--- src/rtl/mem_exc_pkg.sv ---
// mem_exc_pkg: shared CP0 definitions for the memory-stage exception block.
// Holds CP0 register numbers, exception codes, SR/Cause bit positions and
// a helper that assembles the architectural Cause word from its fields.
// The address checker's validity encodings live with the checker, not here.
package mem_exc_pkg;

    // CP0 register numbers
    localparam logic [4:0] CP0_BADVADDR = 5'd8;
    localparam logic [4:0] CP0_SR       = 5'd12;
    localparam logic [4:0] CP0_CAUSE    = 5'd13;
    localparam logic [4:0] CP0_EPC      = 5'd14;
    localparam logic [4:0] CP0_PRID     = 5'd15;

    // Exception codes as stored in Cause.ExcCode
    typedef enum logic [4:0] {
        EXC_INT  = 5'd0,
        EXC_ADEL = 5'd4,
        EXC_ADES = 5'd5
    } exc_code_e;

    // SR bit positions
    localparam int unsigned SR_IE    = 0;
    localparam int unsigned SR_EXL   = 1;
    localparam int unsigned SR_IM_LO = 10;
    localparam int unsigned SR_IM_HI = 15;

    // Only IM, EXL and IE exist in SR; every other bit is hardwired to 0.
    localparam logic [31:0] SR_WMASK = 32'h0000_FC03;

    // Cause bit positions
    localparam int unsigned CAUSE_BD     = 31;
    localparam int unsigned CAUSE_IP_LO  = 10;
    localparam int unsigned CAUSE_IP_HI  = 15;
    localparam int unsigned CAUSE_EXC_LO = 2;
    localparam int unsigned CAUSE_EXC_HI = 6;

    // Assemble the Cause word from its stored fields.
    function automatic logic [31:0] pack_cause(input logic bd, input logic [5:0] ip,
                                               input exc_code_e code);
        logic [31:0] w;
        w = 32'h0;
        w[CAUSE_BD] = bd;
        w[CAUSE_IP_HI:CAUSE_IP_LO] = ip;
        w[CAUSE_EXC_HI:CAUSE_EXC_LO] = code;
        return w;
    endfunction

endpackage

--- src/rtl/mem_exc_encoder.sv ---
// exc_encoder: combinational priority resolution for the MEM stage.
// Priority: interrupt > address fault (AdEL/AdES) > eret. mtc0 is resolved
// by the caller as "neither take nor is_eret".
// Ports:
//   mem_valid, mem_load, mem_store, validity : MEM-stage access and ac verdict
//   sr_ie, sr_exl                            : current SR enable bits
//   int_pending                              : |(hw_int & SR.IM)
//   eret                                     : eret in MEM
//   take                                     : an exception is taken this cycle
//   code                                     : ExcCode of the taken exception
//   is_addr                                  : taken exception is an address fault
//   is_eret                                  : eret proceeds (no exception)
module exc_encoder
    import mem_exc_pkg::*;
(
    input  logic       mem_valid,
    input  logic       mem_load,
    input  logic       mem_store,
    input  logic [2:0] validity,
    input  logic       sr_ie,
    input  logic       sr_exl,
    input  logic       int_pending,
    input  logic       eret,
    output logic       take,
    output exc_code_e  code,
    output logic       is_addr,
    output logic       is_eret
);

    logic int_req;
    logic addr_fault;

    always_comb begin
        int_req    = mem_valid & sr_ie & ~sr_exl & int_pending;
        // Address faults ignore EXL so nested faults are still recorded.
        addr_fault = mem_valid & (mem_load | mem_store) & (validity != 3'b000);

        take    = int_req | addr_fault;
        is_addr = addr_fault & ~int_req;
        is_eret = eret & ~take;

        code = EXC_INT;
        if (is_addr) begin
            code = mem_load ? EXC_ADEL : EXC_ADES;
        end
    end

endmodule

--- src/rtl/mem_exc.sv ---
// mem_exc: memory-stage exception and CP0 block.
// Turns a faulting MEM-stage load/store into AdEL/AdES, takes masked
// hardware interrupts, holds SR/Cause/EPC/BadVAddr/PRId and drives the
// pipeline flush, handler redirect and eret return.
// Ports:
//   clk, reset                 : clock, synchronous active-high reset
//   mem_valid/pc/bd/addr       : MEM-stage instruction info
//   mem_load, mem_store        : access type
//   validity                   : address checker verdict, nonzero = fault
//   hw_int                     : level-sensitive interrupt lines
//   cp0_we/sel/wdata           : mtc0 commit; cp0_sel also selects mfc0 read
//   eret                       : eret in MEM
//   cp0_rdata                  : mfc0 data (pre-edge state, no write-through)
//   exc_flush, exc_target      : flush and redirect PC
//   exc_commit_kill            : suppress MEM write and writeback
module mem_exc
    import mem_exc_pkg::*;
#(
    parameter logic [31:0] HANDLER_PC = 32'h0000_4180,
    parameter logic [31:0] PRID       = 32'h0000_2019
) (
    input  logic        clk,
    input  logic        reset,
    input  logic        mem_valid,
    input  logic [31:0] mem_pc,
    input  logic        mem_bd,
    input  logic [31:0] mem_addr,
    input  logic        mem_load,
    input  logic        mem_store,
    input  logic [2:0]  validity,
    input  logic [5:0]  hw_int,
    input  logic        cp0_we,
    input  logic [4:0]  cp0_sel,
    input  logic [31:0] cp0_wdata,
    input  logic        eret,
    output logic [31:0] cp0_rdata,
    output logic        exc_flush,
    output logic [31:0] exc_target,
    output logic        exc_commit_kill
);

    logic [31:0] sr_q;
    logic        bd_q;
    logic [5:0]  ip_q;
    exc_code_e   code_q;
    logic [31:0] epc_q;
    logic [31:0] badvaddr_q;

    logic        take;
    exc_code_e   code;
    logic        is_addr;
    logic        is_eret;
    logic        mtc0;
    logic        int_pending;

    assign int_pending = |(hw_int & sr_q[SR_IM_HI:SR_IM_LO]);

    exc_encoder u_exc_encoder (
        .mem_valid   (mem_valid),
        .mem_load    (mem_load),
        .mem_store   (mem_store),
        .validity    (validity),
        .sr_ie       (sr_q[SR_IE]),
        .sr_exl      (sr_q[SR_EXL]),
        .int_pending (int_pending),
        .eret        (eret),
        .take        (take),
        .code        (code),
        .is_addr     (is_addr),
        .is_eret     (is_eret)
    );

    assign mtc0 = cp0_we & ~take & ~is_eret;

    always_ff @(posedge clk) begin
        if (reset) begin
            sr_q       <= 32'h0;
            bd_q       <= 1'b0;
            ip_q       <= 6'h0;
            code_q     <= EXC_INT;
            epc_q      <= 32'h0;
            badvaddr_q <= 32'h0;
        end else begin
            ip_q <= hw_int;
            if (take) begin
                sr_q[SR_EXL] <= 1'b1;
                code_q       <= code;
                bd_q         <= mem_bd;
                epc_q        <= mem_bd ? (mem_pc - 32'd4) : mem_pc;
                if (is_addr) begin
                    badvaddr_q <= mem_addr;
                end
            end else if (is_eret) begin
                sr_q[SR_EXL] <= 1'b0;
            end else if (mtc0) begin
                if (cp0_sel == CP0_SR) begin
                    sr_q <= cp0_wdata & SR_WMASK;
                end else if (cp0_sel == CP0_EPC) begin
                    epc_q <= cp0_wdata;
                end
            end
        end
    end

    always_comb begin
        cp0_rdata = 32'h0;
        case (cp0_sel)
            CP0_SR:       cp0_rdata = sr_q;
            CP0_CAUSE:    cp0_rdata = pack_cause(bd_q, ip_q, code_q);
            CP0_EPC:      cp0_rdata = epc_q;
            CP0_BADVADDR: cp0_rdata = badvaddr_q;
            CP0_PRID:     cp0_rdata = PRID;
            default:      cp0_rdata = 32'h0;
        endcase
    end

    // Outputs are forced quiet while reset is held, even if a fault is present.
    always_comb begin
        exc_flush       = 1'b0;
        exc_target      = 32'h0;
        exc_commit_kill = 1'b0;
        if (!reset) begin
            if (take) begin
                exc_flush       = 1'b1;
                exc_target      = HANDLER_PC;
                exc_commit_kill = 1'b1;
            end else if (is_eret) begin
                exc_flush  = 1'b1;
                exc_target = epc_q;
            end
        end
    end

endmodule

--- config.mk ---
export PLATFORM = sky130hd
export DESIGN_NAME = mem_exc
export DESIGN_NICKNAME = d
export VERILOG_FILES = /design/src/rtl/mem_exc_pkg.sv /design/src/rtl/mem_exc_encoder.sv /design/src/rtl/mem_exc.sv
export SDC_FILE = /design/constraint.sdc
export NUM_CORES = 1
export LEC_CHECK = 0
export ABC_AREA = 1
export BUFFER_PORTS_ARGS = -buffer_cell sky130_fd_sc_hd__clkbuf_2
export CORE_ASPECT_RATIO = 1.25
export CORE_UTILIZATION = 45
export CTS_CLUSTER_DIAMETER = 200
export DETAILED_ROUTE_END_ITERATION = 12
export GPL_ROUTABILITY_DRIVEN = 0
export PLACE_DENSITY = 0.77
export SYNTH_ARGS = -nofsm -noshare
export SYNTH_HDL_FRONTEND = slang
export SYNTH_HIERARCHICAL = 1
export SYNTH_SLANG_ARGS = --single-unit
--- constraint.sdc ---
create_clock -name clk -period 5.5 [get_ports clk]
set_input_delay 1.375 -clock clk [delete_from_list [all_inputs] [get_ports clk]]
set_output_delay 1.375 -clock clk [all_outputs]
set_load 0.05 [all_outputs]
# Word-level counts from Yosys, hierarchy flattened
# Cells that the tools add are included.
totals:
  ff_bits: 84
  input_bits: 118
  out_inout_bits: 66
  wordCells: 62
op_classes:
  n_addsub: 1
  n_eq_ne: 7
  mux: 21
  n_bitwise: 16
  n_reduce_logical: 10
ops:
  columns: ["cell", "n"]
  rows:
  - ["two-way mux 32 bit", 9]
  - ["one-hot mux 32 bit (5 select lines)", 1]
  - ["subtractor 32 x 3 -> 32 bit, second input constant", 1]
  - ["equality test 5 x 4 -> 1 bit, second input constant", 5]
  - ["bitwise AND 1 bit", 9]
  - ["nonzero test 3 bit", 3]
  - ["two-way mux 1 bit", 8]
  - ["AND reduction 4 bit", 2]
  - ["bitwise AND 6 bit", 1]
  - ["OR reduction 6 bit", 1]
  - ["two-way mux 5 bit", 1]
  - ["two-way mux 2 bit", 2]
  - ["inequality test 2 bit, second input constant", 2]
  - ["NOT 1 bit", 4]
  - ["AND reduction 2 bit", 2]
  - ["nonzero test 2 bit", 2]
  - ["OR 1 bit", 2]

# Depth between registers and ports, before layout
# Gate-level depths: netlist (run 1).
logic_depth:
  depth_word: 11
  depth_mapped: 17
  mapped_depth_nobuf: 17

# Cells and area by module
# The synthesis (run 1) kept the hierarchy.
modules_own_cells:
  columns: ["mod", "instances", "cells_each", "area_per_inst_um2", "seq_area_each_um2"]
  rows:
  - ["mem_exc", 1, 793, 4927.2, 1681.6]
  - ["exc_encoder", 1, 23, 107.6, 0.0]

# Least setup slack after synthesis (run 1)
# No wires, ideal clock.
synth_timing:
  kind: "in2out"
  from: "input hw_int[2]"
  to: "output exc_target[14]"
  arrival_ns: 3.889
  required_time_ns: 4.125
  path_slack_ns: 0.236
  path_stages: 12
  n_path_buf: 0
  path_cell_list: "a22o_1 -> a221oi_1 -> nand3_1 -> inv_1 -> nor2_1 -> nand2_1 -> nand2_1 -> nor2_2 -> nor2_2 -> nor2_1 -> inv_1 -> a21oi_1"
synth_via:
  elab_chain_cells: 9
synth_rtl:
  columns: ["item", "line", "source"]
  rows:
  - ["start, declared", "mem_exc.sv:31", "input logic [5:0] hw_int,"]
  - ["bitwise AND 6 bit", "mem_exc.sv:56", "assign int_pending = |(hw_int & sr_q[SR_IM_HI:SR_IM_LO]);"]
  - ["OR reduction 6 bit", "mem_exc.sv:56", null]
  - ["net int_pending", "mem_exc.sv:54", "logic int_pending;"]
  - ["bitwise AND 1 bit", "mem_exc_encoder.sv:34", "int_req = mem_valid & sr_ie & ~sr_exl & int_pending;"]
  - ["OR 1 bit", "mem_exc_encoder.sv:38", "take = int_req | addr_fault;"]
  - ["net take", "mem_exc.sv:49", "logic take;"]
  - ["NOT 1 bit", "mem_exc_encoder.sv:40", "is_eret = eret & ~take;"]
  - ["bitwise AND 1 bit", "mem_exc_encoder.sv:40", null]
  - ["net is_eret", "mem_exc.sv:52", "logic is_eret;"]
  - ["two-way mux 32 bit", "mem_exc.sv:127", "end else if (is_eret) begin"]
  - ["two-way mux 32 bit", "mem_exc.sv:123", "if (take) begin"]
  - ["two-way mux 32 bit", "mem_exc.sv:122", "if (!reset) begin"]
  - ["end, declared", "mem_exc.sv:38", "output logic [31:0] exc_target,"]
# The timed path passes the listed nets, and every way through them passes these cells.

# Worst setup path in the final report (run 1)
layout_timing:
  from: "input hw_int[2]"
  to: "output exc_target[31]"
# The elaborated chain is that of the path after synthesis.

==> qor.yml, run 1 <==
outcome:
  outcome: "finished, final reports clean"
sta:
  rsz0062_at_grt: "false"
  post-route-min-period_ns: 5.02
  period_share_pct: 91.3
  relSlewSlack_pct: 33.3
  finalClockSkew_ns: 0.00565
  hold_ws_ns: 0.467
  finalHoldViolations: 0
  fmax_ghz: 0.199
  worstMarginPinSlew_ns: 0.999
  tns_ns: 0
  setup_violations: 0
  drv_slew: 0
finish:
  fin_area_sq_um: 6570
  n_fill_cell: 1095
  drive_gt1_share_pct: 23.6
  fin_cells: 1112
  area_growth_pct: 30.5
  register_area_sq_um: 1680
  fin_nets: 1095
  multiInputGateArea_sq_um: 2780
global_route:
  grt_overflow_total: 0
  grt_max_degree: 42
  grtUsageTotal_pct: 28.6
  antenna_found_initial: 1
  grt_pass1_vias: 5489
  grt_pass1_wl_mm: 26.8
power_and_ir_drop:
  max-vdd-ir-drop_mv: 0.125
  pwr_density_cell_nw_per_um2: 236
  power_leakage_nw: 3.04
  power_mw: 1.55
critical_path:
  critPathLaunchType: "input pin"
  crit_cells: 13
  worst-path-max-fanout: 18
  critPathArrivalTime_ns: 3.64
  worst_path_most_repeated_cell: "nand2_1"
  path_class: "input pin to output pin"
  r2r_setup_slack_ns: 2.24
  slowest_delay_ns: 0.39
  reg2regPathDepth: 17
  required_ns: 4.12
  crit_chain: "clkbuf_2, a22o_1, a221oi_1, nand3_1, inv_1, nor2_1, nand2_1, nand2_1, nor2_2, nand2_1, buf_4, nor3_1, buf_12"
  critPathBufInv: 4
  crit_family: "simple AND/OR/NAND/NOR gates"
  cpMaxStageDelayCell: "nor3_1"
  cp-end-kind: "output pin"
routing:
  wirelength_mm: 17.0
  drc: 0
  initialDrtViolationCount: 378
  vias_per_cell: 5.32
  drt_first_pass_iters: 5
  postRouteAntennaNets: 0
  wl_per_cell_microns: 15.3
  vias: 5917
clock_tree:
  htree_levels: 3
  clk_pin_slew_ns: 0.06
  post_cts_buffers: 0
  ctsHoldBuffers: 0
  cts_root_buf: "clkbuf_16"
  cts-buffers-inserted: 9
  cts_max_path_buffers: 2
  cts_sinks: 84
  cts_resized: 0
  cts_tree: "yes"
  clk_latency_ns: 0.33
synth:
  synth_edf_count: 0
  yosys.cell_count.top_type: "nand2_1"
  yosys_warnings: 6
  ys_seq_elements: 84
  async_reset_ff_share_pct: 0
  yosysSeqAreaShare_pct: 33.4
  synth_top_cell_area_share_pct: 33.4
  netlist_top_cells_area: "dfxtp_1, nand2_1, nor2_1, o21ai_0, inv_1"
  synth_cells: 816
  synth.distinct_cells: 42
  synth_area_sq_um: 5030
  netlist_top_cells_count: "nand2_1, nor2_1, o21ai_0"
  yosys.area.top_type: "dfxtp_1"
  ys.flop_type: "dfxtp_1"
  syn_area_per_cell_sq_um: 6.17
place:
  numPlacedInstances: 1097
  placed_area_sq_um: 6280
  numPortBuffers: 183
  dp_hpwl_mm: 13.1
floorplan:
  initial_core_util_pct: 47.0
  die_w_microns: 96.6
  ios: 184
  die-area_sq_um: 11600
  rows: 42
  die_height_microns: 120
  core_sq_um: 10700
worst_hold_path:
  hold_depth: 2
  hp-class: "flop to flop"
flow_run:
  max_cap_violations: 0
worst paths after layout:
path,from,endpoint
max reg2reg,sr_q[12],epc_q[18]
min reg2reg,epc_q[1],epc_q[1]
min,epc_q[1],epc_q[1]
max,hw_int[2],exc_target[31]
cell families (layout without fill, tap and decap cells):
logic type      Yosys count  after routing  share of synthesized area (%)
flops                    84             84                           33.4
simple gates            420            420                           35.3
xor+xnor                  5              5                          0.870
buf+inv                 137            298                           11.6
other cells               1              4                         0.0745
fa+ha+maj                 1              1                          0.248
compound gates          168            168                           18.5
state kept, by name, summed over array words and instances, names as in the netlist:
signal      count
code_q          5
sr_q            8
ip_q            6
bd_q            1
epc_q          32
badvaddr_q     32
layout make-up:
class                   count  share of cell area (%)
clock buffers              12                    3.90
diodes                      1                  0.0381
inverters                  90                    5.18
flip-flops and latches     84                    25.6
repair buffers            194                    20.0
clock inverters             2                   0.533
well taps                 132                    2.51
multi-input cells         597                    42.3
tightest hold or removal path, delay by kind of cell (launching register included):
kind | cells | cell delay, ns
AO/OA/AOI/OAI | 1 | 0.05
flip-flops | 1 | 0.31
AND/OR/NAND/NOR | 1 | 0.06
power breakdown:
group / leakage (nW) / internal (mW) / switching, mW
Sequential: 0.690 / 0.647 / 0.0199
Clock: 0.145 / 0.371 / 0.231
Combinational: 2.20 / 0.0968 / 0.188
metal layers:
metal / up-vias / global-route usage [%] / share of wire, %
met5: - / 0 / 0
met4: 0 / 13.5 / 2.5
met3: 31 / 3.18 / 6.5
met2: 274 / 49.0 / 49
met1: 2656 / 36.0 / 42
li1: 2956 / - / -
metrics by stage:
step           worst slack, ns  util, %
2_1_floorplan            0.236        -
3_3_place_gp             0.586     58.6
3_5_place_dp             0.607     58.6
4_1_cts                  0.511     61.3
5_1_grt                  0.265     61.3
6_report                 0.480     61.3
cell usage in the layout (no fill, tap or decap), types with 3 or more instances in the layout:
master     count
nand2_1      165
xor2_1         5
nand2_2        3
inv_2          4
buf_4         11
a32o_1         3
nor3_1        23
clkbuf_16      9
dfxtp_1       84
o211ai_1       7
nor2_2         8
a31oi_1        4
buf_12        21
o21bai_1       4
o21ai_0       95
a21oi_1       38
o22ai_1        3
inv_1         85
nor2_1       149
nand4_1        6
nand3_1       57
conb_1         3
o2111ai_1      4
clkbuf_2     162
o21ai_1        3
Power figures use the tool's default switching activity.
==> inputs of run 2 (changes only) <==
--- a/config.mk
+++ b/config.mk
@@ -6,7 +6,7 @@
 export NUM_CORES = 1
 export LEC_CHECK = 0
 export ABC_AREA = 1
-export BUFFER_PORTS_ARGS = -buffer_cell sky130_fd_sc_hd__clkbuf_2
+export BUFFER_PORTS_ARGS = -buffer_cell sky130_fd_sc_hd__buf_2
 export CORE_ASPECT_RATIO = 1.25
 export CORE_UTILIZATION = 45
 export CTS_CLUSTER_DIAMETER = 200
==> qor.yml, run 2 (same netlist as run 1, synthesis figures left out) <==
routing:
  drc: 0
  wl_per_cell_microns: 15.0
  wirelength_mm: 16.7
  vias_per_cell: 5.23
  drt_first_pass_iters: 5
  initialDrtViolationCount: 326
  postRouteAntennaNets: 0
  vias: 5822
sta:
  post-route-min-period_ns: 4.79
  finalClockSkew_ns: 0.00543
  worstMarginPinSlew_ns: 1.04
  rsz0062_at_grt: "false"
  drv_slew: 0
  timing.final.ws_setup_ns: 0.707
  finalHoldViolations: 0
  relSlewSlack_pct: 30.7
  setup_violations: 0
  fmax_ghz: 0.209
  period_share_pct: 87.1
  tns_ns: 0
power_and_ir_drop:
  pwr_density_cell_nw_per_um2: 256
  seqPwrFrac_pct: 41.2
  switching_share_pct: 27.6
  p_clk_share_pct: 41.7
  power_mw: 1.62
  max-vdd-ir-drop_mv: 0.142
  p_sw_mw: 0.447
  power_leakage_nw: 3.03
  power.internal_mw: 1.17
  p_comb_share_pct: 17.0
critical_path:
  required_ns: 4.12
  critPathArrivalTime_ns: 3.42
  cp-end-kind: "output pin"
  path_class: "input pin to output pin"
  critPathLaunchType: "input pin"
  worst-path-max-fanout: 15
finish:
  layout_commonest_cell: "buf_2"
  drive_gt1_share_pct: 23.9
  multiInputGateArea_sq_um: 2780
  area_growth_pct: 25.3
  n_fill_cell: 1161
  n_antenna_cell: 0
  reg_top3: "badvaddr_q x32, epc_q x32, sr_q x8"
  mostFrequentLayoutCells: "buf_2, nand2_1, nor2_1"
  fin_nets: 1096
  fin_area_sq_um: 6310
  register_area_sq_um: 1680
  fin_cells: 1114
floorplan:
  initial_core_util_pct: 47.0
  ios: 184
  core_sq_um: 10700
  rows: 42
  die_w_microns: 96.6
  die-area_sq_um: 11600
  die_height_microns: 120
clock_tree:
  cts_max_path_buffers: 2
  cts_root_buf: "clkbuf_16"
  clk_pin_slew_ns: 0.06
  htree_levels: 3
  ctsHoldBuffers: 0
  cts_tree: "yes"
  cts_resized: 0
  post_cts_buffers: 0
  cts_sinks: 84
  cts-buffers-inserted: 9
  clk_latency_ns: 0.34
place:
  place_ws_ns: 0.707
  numPortBuffers: 183
  numPlacedInstances: 1098
  placed_area_sq_um: 5970
  dp_hpwl_mm: 12.9
global_route:
  antenna_found_initial: 0
  grt_pass1_vias: 5382
  grt_max_degree: 39
  grt_pass1_wl_mm: 26.1
  grt_overflow_total: 0
  grtUsageTotal_pct: 28.2
flow_run:
  max_cap_violations: 0
worst_hold_path:
  hp-class: "flop to flop"
outcome:
  outcome: "finished, final reports clean"
[run 2: layout make-up]
| type | count | area share, % |
|---|---|---|
| flip-flops and latches | 84 | 26.7 |
| multi-input cells | 597 | 44.0 |
| inverters | 90 | 5.40 |
| repair buffers | 195 | 15.9 |
| well taps | 132 | 2.62 |
| clock buffers | 12 | 4.23 |
| clock inverters | 4 | 1.11 |
[run 2: layer usage]
metal | share of wire [%] | track usage [%] | vias to the layer above
met1 | 43 | 35.7 | 2638
li1 | - | - | 2958
met2 | 48 | 48.4 | 204
met5 | 0 | 0 | -
met4 | 2.2 | 11.1 | 0
met3 | 5.9 | 3.82 | 22
[run 2: critical path, cell delays in order]
cell and delay [ns]:
buf_2 0.10, a22o_1 0.21, a221oi_1 0.24, nand3_1 0.11, inv_1 0.08, nor2_1 0.04
nand2_1 0.07, nand2_1 0.13, nor2_2 0.14, nand2_1 0.21, buf_4 0.26, nor3_1 0.14
buf_2 0.29
[run 2: final timing paths]
check        depth (start not counted)  slack (ns)              to      start
max                                 13        0.71  exc_target[19]  hw_int[2]
min                                  2        0.47        epc_q[1]   epc_q[1]
max reg2reg                         13        2.66  badvaddr_q[22]   sr_q[12]
min reg2reg                          2        0.47        epc_q[1]   epc_q[1]
[run 2: power by group through the flow]
stage	registers [mW]	clock network (mW)	logic (mW)
6_report	0.667	0.675	0.276
4_1_cts	0.666	0.680	0.273
2_1_floorplan	0.673	0	0.175
3_5_place_dp	0.679	0	0.272
3_3_place_gp	0.678	0	0.270
5_1_grt	0.671	0.704	0.305
[run 2: per-stage QoR]
| step | utilization (%) | hold WS (ns) |
|---|---|---|
| after floorplan | - | 0.439 |
| after global placement | 55.7 | 0.452 |
| after detailed placement | 55.7 | 0.459 |
| after CTS | 58.8 | 0.466 |
| after global routing | 58.8 | 0.501 |
| final | 58.8 | 0.468 |
